**src/rtl/bus_arbiter_if.sv**
```systemverilog
// ---------------------------------------------------------------------------
// bus_arbiter_if
// Bundles the request/grant handshake and bus status lines between the
// arbiter and the bus masters.
//   request             masters -> arbiter, per-master level request
//   grant               arbiter -> masters, one-hot single-cycle grant pulse
//   begin_transactionIN masters -> arbiter, OR of all begin_transaction
//   end_transactionIN   bus     -> arbiter, OR of end_transaction
//   errorIN             slaves  -> arbiter, bus error
//   timeout_errorOUT    arbiter -> bus, one-cycle arbiter-generated error
//   active_master       arbiter -> bus, index of current owner
//   bus_busy            arbiter -> bus, ownership in progress
// Modport master is the arbiter's view, modport slave the requesters' view.
// ---------------------------------------------------------------------------
interface bus_arbiter_if #(
  parameter int NUM_MASTERS = 4
);
  logic [NUM_MASTERS-1:0] request;
  logic [NUM_MASTERS-1:0] grant;
  logic                   begin_transactionIN;
  logic                   end_transactionIN;
  logic                   errorIN;
  logic                   timeout_errorOUT;
  logic [2:0]             active_master;
  logic                   bus_busy;

  modport master (
    input  request,
    input  begin_transactionIN,
    input  end_transactionIN,
    input  errorIN,
    output grant,
    output timeout_errorOUT,
    output active_master,
    output bus_busy
  );

  modport slave (
    output request,
    output begin_transactionIN,
    output end_transactionIN,
    output errorIN,
    input  grant,
    input  timeout_errorOUT,
    input  active_master,
    input  bus_busy
  );
endinterface

```
**src/rtl/bus_arbiter.sv**
```systemverilog
// ---------------------------------------------------------------------------
// bus_arbiter
// Round-robin bus arbiter with begin and transfer watchdogs.
// Ports:
//   clock  sole clock, rising edge
//   reset  synchronous, active-high
//   bus    bus_arbiter_if.master: request in, grant out, begin/end/error in,
//          timeout_errorOUT, active_master, bus_busy out
// All outputs are registers updated by the FSM; request only reaches grant
// through the owner/grant registers.
// ---------------------------------------------------------------------------
module bus_arbiter #(
  parameter int NUM_MASTERS   = 4,
  parameter int BEGIN_TIMEOUT = 16,
  parameter int XFER_TIMEOUT  = 256
) (
  input  logic          clock,
  input  logic          reset,
  bus_arbiter_if.master bus
);

  localparam int                    CNT_W      = $clog2(XFER_TIMEOUT + 1);
  localparam logic [CNT_W-1:0]      CNT_MAX    = {CNT_W{1'b1}};
  localparam logic [CNT_W-1:0]      BEGIN_LAST = CNT_W'(BEGIN_TIMEOUT - 1);
  localparam logic [CNT_W-1:0]      XFER_LAST  = CNT_W'(XFER_TIMEOUT - 1);
  localparam logic [2:0]            LAST_IDX   = 3'(NUM_MASTERS - 1);
  localparam logic [NUM_MASTERS-1:0] GRANT_ONE = NUM_MASTERS'(1);

  typedef enum logic [2:0] {
    IDLE        = 3'd0,
    GRANT       = 3'd1,
    WAIT_BEGIN  = 3'd2,
    ACTIVE      = 3'd3,
    TIMEOUT_ERR = 3'd4
  } state_t;

  state_t                 state_r;
  logic [2:0]             owner_r;
  logic [2:0]             last_owner_r;
  logic [CNT_W-1:0]       cnt_r;
  logic [NUM_MASTERS-1:0] grant_r;
  logic                   timeout_error_r;
  logic [2:0]             active_master_r;
  logic                   bus_busy_r;
  logic [2:0]             winner_s;

  // Saturating increment: the watchdog counter must never wrap to zero.
  function automatic logic [CNT_W-1:0] cnt_inc(input logic [CNT_W-1:0] c);
    return (c == CNT_MAX) ? c : c + CNT_W'(1);
  endfunction

  // Round-robin pick: scan downward from the farthest offset so the nearest
  // requester after last_owner is the last (winning) assignment.
  always_comb begin
    winner_s = 3'd0;
    for (int off = NUM_MASTERS; off >= 1; off--) begin
      winner_s = bus.request[(int'(last_owner_r) + off) % NUM_MASTERS]
                 ? 3'((int'(last_owner_r) + off) % NUM_MASTERS)
                 : winner_s;
    end
  end

  // Arbitration FSM with all outputs registered alongside the state.
  always_ff @(posedge clock) begin
    if (reset) begin
      state_r         <= IDLE;
      owner_r         <= 3'd0;
      last_owner_r    <= LAST_IDX;
      cnt_r           <= {CNT_W{1'b0}};
      grant_r         <= {NUM_MASTERS{1'b0}};
      timeout_error_r <= 1'b0;
      active_master_r <= 3'd0;
      bus_busy_r      <= 1'b0;
    end else begin
      case (state_r)
        IDLE: begin
          timeout_error_r <= 1'b0;
          cnt_r           <= {CNT_W{1'b0}};
          if (|bus.request) begin
            state_r         <= GRANT;
            owner_r         <= winner_s;
            grant_r         <= GRANT_ONE << winner_s;
            active_master_r <= winner_s;
            bus_busy_r      <= 1'b1;
          end else begin
            grant_r    <= {NUM_MASTERS{1'b0}};
            bus_busy_r <= 1'b0;
          end
        end

        GRANT: begin
          grant_r <= {NUM_MASTERS{1'b0}};
          cnt_r   <= {CNT_W{1'b0}};
          if (bus.errorIN) begin
            state_r         <= IDLE;
            last_owner_r    <= owner_r;
            active_master_r <= owner_r;
            bus_busy_r      <= 1'b0;
          end else begin
            state_r <= WAIT_BEGIN;
          end
        end

        WAIT_BEGIN: begin
          grant_r <= {NUM_MASTERS{1'b0}};
          // Error, a zero-length transfer (begin+end together) and the begin
          // watchdog all release ownership without raising timeout_errorOUT.
          if (bus.errorIN || (bus.begin_transactionIN && bus.end_transactionIN)
              || (!bus.begin_transactionIN && cnt_r >= BEGIN_LAST)) begin
            state_r         <= IDLE;
            cnt_r           <= {CNT_W{1'b0}};
            last_owner_r    <= owner_r;
            active_master_r <= owner_r;
            bus_busy_r      <= 1'b0;
          end else if (bus.begin_transactionIN) begin
            state_r <= ACTIVE;
            cnt_r   <= {CNT_W{1'b0}};
          end else begin
            cnt_r <= cnt_inc(cnt_r);
          end
        end

        ACTIVE: begin
          grant_r <= {NUM_MASTERS{1'b0}};
          if (bus.errorIN || bus.end_transactionIN) begin
            state_r         <= IDLE;
            cnt_r           <= {CNT_W{1'b0}};
            last_owner_r    <= owner_r;
            active_master_r <= owner_r;
            bus_busy_r      <= 1'b0;
          end else if (cnt_r >= XFER_LAST) begin
            state_r         <= TIMEOUT_ERR;
            cnt_r           <= {CNT_W{1'b0}};
            timeout_error_r <= 1'b1;
          end else begin
            cnt_r <= cnt_inc(cnt_r);
          end
        end

        TIMEOUT_ERR: begin
          state_r         <= IDLE;
          cnt_r           <= {CNT_W{1'b0}};
          grant_r         <= {NUM_MASTERS{1'b0}};
          timeout_error_r <= 1'b0;
          last_owner_r    <= owner_r;
          active_master_r <= owner_r;
          bus_busy_r      <= 1'b0;
        end

        default: begin
          state_r         <= IDLE;
          cnt_r           <= {CNT_W{1'b0}};
          grant_r         <= {NUM_MASTERS{1'b0}};
          timeout_error_r <= 1'b0;
          bus_busy_r      <= 1'b0;
        end
      endcase
    end
  end

  assign bus.grant            = grant_r;
  assign bus.timeout_errorOUT = timeout_error_r;
  assign bus.active_master    = active_master_r;
  assign bus.bus_busy         = bus_busy_r;

endmodule
```
**src/flat_wrapper.sv**
```systemverilog
// flat-port wrapper written by rule: the top's interface ports become plain ports
module bus_arbiter_flat 
#(
  parameter int NUM_MASTERS   = 4,
  parameter int BEGIN_TIMEOUT = 16,
  parameter int XFER_TIMEOUT  = 256
)
  (clock, reset, bus_request, bus_begin_transactionIN, bus_end_transactionIN, bus_errorIN, bus_grant, bus_timeout_errorOUT, bus_active_master, bus_bus_busy);
  bus_arbiter_if #(.NUM_MASTERS(NUM_MASTERS)) bus_i ();
  input  logic clock;
  input  logic reset;
  input wire logic [$bits(bus_i.request)-1:0] bus_request;
  input wire logic [$bits(bus_i.begin_transactionIN)-1:0] bus_begin_transactionIN;
  input wire logic [$bits(bus_i.end_transactionIN)-1:0] bus_end_transactionIN;
  input wire logic [$bits(bus_i.errorIN)-1:0] bus_errorIN;
  output wire logic [$bits(bus_i.grant)-1:0] bus_grant;
  output wire logic [$bits(bus_i.timeout_errorOUT)-1:0] bus_timeout_errorOUT;
  output wire logic [$bits(bus_i.active_master)-1:0] bus_active_master;
  output wire logic [$bits(bus_i.bus_busy)-1:0] bus_bus_busy;
  assign bus_i.request = bus_request;
  assign bus_i.begin_transactionIN = bus_begin_transactionIN;
  assign bus_i.end_transactionIN = bus_end_transactionIN;
  assign bus_i.errorIN = bus_errorIN;
  assign bus_grant = bus_i.grant;
  assign bus_timeout_errorOUT = bus_i.timeout_errorOUT;
  assign bus_active_master = bus_i.active_master;
  assign bus_bus_busy = bus_i.bus_busy;
  bus_arbiter #(.NUM_MASTERS(NUM_MASTERS), .BEGIN_TIMEOUT(BEGIN_TIMEOUT), .XFER_TIMEOUT(XFER_TIMEOUT)) u_core (.clock(clock), .reset(reset), .bus(bus_i));
endmodule
```
**config.mk**
```make
export PLATFORM = sky130hd
export DESIGN_NAME = bus_arbiter_flat
export DESIGN_NICKNAME = d
export VERILOG_FILES = /design/src/rtl/bus_arbiter_if.sv /design/src/rtl/bus_arbiter.sv /design/src/flat_wrapper.sv
export SDC_FILE = /design/constraint.sdc
export NUM_CORES = 1
export LEC_CHECK = 0
export ABC_CLOCK_PERIOD_IN_PS = 2520
export BUFFER_PORTS_ARGS = -buffer_cell sky130_fd_sc_hd__buf_2
export CORE_MARGIN = 2
export CORE_UTILIZATION = 55
export DETAILED_ROUTE_END_ITERATION = 16
export GPL_TIMING_DRIVEN = 0
export PLACE_DENSITY = 0.79
export RECOVER_POWER = 50
export SYNTH_ARGS = -nofsm -noshare
export SYNTH_HDL_FRONTEND = slang
export SYNTH_SLANG_ARGS = --single-unit
```
**constraint.sdc**
```tcl
create_clock -name clock -period 2.52 [get_ports clock]
set_input_delay 0.126 -clock clock [delete_from_list [all_inputs] [get_ports clock]]
set_output_delay 0.126 -clock clock [all_outputs]
set_load 0.01 [all_outputs]
```
==> run summary <==
Synth
• **leading cell types by total area after synthesis** dfxtp_1 41%, nor2_1 7.7%, a21oi_1 4.7%
• **Primary FF master, synth** dfxtp_1
• **cell taking the most area after synthesis** dfxtp_1
• **Synthesis Warnings** 0
• **fraction of the yosys area taken by sequential cells** 0.4098
• **number of different library cells in the post-synthesis netlist** 41
• **share of Yosys cell area claimed by the top area cell type** 0.4098
• **number of flops mapped to enable cells by yosys** 0
• **Mapped Area** 1172 um2
• **Avg Inst Size Synth** 8.256 um2
• **synthesis-stage register bit count** 24
• **post-synthesis async set-or-reset flop share** 0
• **Mapped Cells** 142

Critical path
• **worst-path cell chain** clkbuf_1, nand2_2, or4_1, or3_1, a21o_4, a211oi_2
• **Crit Path Max Fanout** 9
• **count of buffer and inverter cells on the critical path** 1
• **Data arrival, critical path** 2.30 ns
• **category of the worst setup path capture point** flop
• **category of the critical setup timing path** flop to flop
• **CP startpoint kind** flop
• **Crit path largest cell delay** 0.44 ns
• **Slowest-stage cell, CP** or3_1
• **top cell family by delay on the critical path** simple AND/OR/NAND/NOR gates
• **CP required** 2.76 ns

Clocking
• **register clock-pin slew on the reported worst setup and hold paths** 0.13 ns
• **Post-CTS Repair Setup Buffers** 0
• **total CTS buffers** 3
• **hold-fix buffers at CTS** 0
• **clock tree buffer depth** 2
• **sink count of the clock tree** 24
• **TritonCTS clock tree** built
• **clock root buffer** clkbuf_4
• **# H-tree levels** 1
• **number of instances resized during post-cts repair** 0
• **worst skew pair latency** 0.30 ns

Global routing
• **GR Util All Layers** 0.2075
• **via count of the first global-routing pass** 964
• **number of antenna violations at the first check in global routing** 0
• **wire length of the first global-routing pass** 4077 um
• **pin count of the biggest net entering global routing** 14
• **final global-route overflow total** 0

STA
• **Max Freq** 485.9 MHz
• **clock skew** 0.004673 ns
• **Max-Slew Margin vs Limit** 0.6568
• **accumulated negative setup slack** 0 ns
• **Max Transition Viols Final** 0
• **period utilization** 0.8167
• **unrepaired setup endpoints after global routing** no
• **Setup-failing EPs final** 0
• **transition time at the pin with the least slew margin** 0.5148 ns
• **final-report hold violation count** 0
• **post-route minimum period** 2.058 ns

Layout
• **synthesis-to-finish area growth** 11.21%
• **area of all placed cells without fillers** 1304 um2
• **Antenna Diode Count** 0
• **area of all sequential standard cells** 480.5 um2
• **commonest cells after routing, fill and taps aside** 24 x nor2_1, 24 x dfxtp_1, 14 x nand2_1
• **Post-layout nets** 174
• **share of cells above drive strength 1** 0.1166
• **footprint of the multi-input gates** 649.4 um2
• **filler cell count** 186

Detailed routing
• **via/cell ratio** 5.568
• **Routed Antenna Nets** 0
• **wirelength, routed** 2263 um
• **overall via count from detail_route** 1058
• **DRC violation total after the first TritonRoute iteration** 24
• **DRC viols** 0
• **router iterations before antenna repair** 4
• **Routed wire per std cell** 11.91 um

Pwr
• **LEAKAGE** 0.5062 nW
• **total power density per cell area** 560.6 nW/um2
• **Max VDD drop** 0.3505 mV

Status
• **result of the run** finished clean

Floorplan
• **DIE HEIGHT** 50.17 um
• **Ports** 18
• **area inside the core boundary** 1982 um2
• **effective utilization at floorplan** 0.5915
• **number of standard-cell rows in the floorplan** 16
• **full die area** 2517 um2
• **Die Wd** 50.17 um

Placed design
• **post-placement cell area** 1290 um2
• **half-perimeter wire length of the detailed placement result** 1735 um
• **final weighted congestion of routability-driven global placement** 0.8112
• **Port Buf Inserts** 16

Hold path
• **worst hold path class** input pin to flop

Job
• **total of max-cap violations** 0

synthesized netlist by cell type, types with 2 or more instances:
| master | number |
|---|---|
| nand3b_1 | 2 |
| nand3_1 | 5 |
| a21oi_1 | 11 |
| nor3_1 | 4 |
| nor2b_1 | 2 |
| a311oi_1 | 2 |
| nor2_1 | 24 |
| clkbuf_1 | 2 |
| xor2_1 | 3 |
| nand2_1 | 14 |
| inv_1 | 4 |
| nor4_1 | 4 |
| buf_4 | 2 |
| o21ai_0 | 4 |
| and3_1 | 2 |
| a31oi_1 | 2 |
| nand2b_1 | 4 |
| dfxtp_1 | 24 |
| mux2i_1 | 4 |
| or3_1 | 2 |
path summary, 6_finish.rpt:
path                           startpoint                end  slack, ns  depth (start not counted)
setup / recovery        u_core.state_r[1]    u_core.cnt_r[7]       0.46                          6
hold / removal    bus_begin_transactionIN  u_core.state_r[0]       0.12                          3
setup reg to reg        u_core.state_r[1]    u_core.cnt_r[7]       0.46                          6
hold reg to reg         u_core.owner_r[1]  u_core.owner_r[1]       0.49                          2
worst register-to-register path, cell delays in order (launching register included):
cell and delay [ns]:
dfxtp_1 0.33, clkbuf_1 0.29, nand2_2 0.09, or4_1 0.43
or3_1 0.44, a21o_4 0.27, a211oi_2 0.15
state kept, by name, indices dropped and copies added (netlist names):
signal,count
u_core.bus.active_master,2
u_core.bus.bus_busy,1
u_core.bus.grant,4
u_core.bus.timeout_errorOUT,1
u_core.cnt_r,9
u_core.last_owner_r,2
u_core.owner_r,2
u_core.state_r,3
cells by family after synthesis:
family	count (synthesis)	share of synthesized area
xor+xnor	4	0.02989
simple gates	69	0.2924
compound gates	31	0.1878
flops	24	0.4098
buf+inv	8	0.03201
fa+ha+maj	1	0.01067
mux	4	0.03415
other cells	1	0.003199
metal layers:
metal	wire [um]	global-route usage
met1	1158	0.2795
met2	1013	0.3421
met3	77	0.02679
met4	13	0.06944
met5	0	0
power breakdown:
part	switching, W	internal, W	leakage [nW]	total (W)
clock network	0.000109	0.0000881	0.0210	0.000197
logic	0.0000686	0.0000463	0.289	0.000115
registers	0.0000167	0.000402	0.196	0.000419
total	0.000194	0.000537	0.506	0.000731
metrics by stage:
step | total power, W | setup WS, ns | utilization | hold slack [ns] | instances
floorplan | 0.0005049 | 0.7939 | - | 0.2877 | 143
global placement | 0.0005399 | 0.5664 | 0.6509 | 0.4347 | 186
detailed placement | 0.0005448 | 0.5412 | 0.6509 | 0.4426 | 186
CTS | 0.0007451 | 0.4974 | 0.6692 | 0.1035 | 190
global route | 0.0007678 | 0.2707 | 0.6578 | 0.1170 | 190
finish | 0.0007309 | 0.4620 | 0.6578 | 0.1233 | 190
cell type report:
type | instances | area share
multi-input combinational | 111 | 0.4981
sequential | 24 | 0.3685
timing repair buffer | 16 | 0.05374
clock buffer | 4 | 0.02783
tap | 27 | 0.02591
buffer | 4 | 0.01440
inverter | 4 | 0.01152
Power figures use the tool's default switching activity.
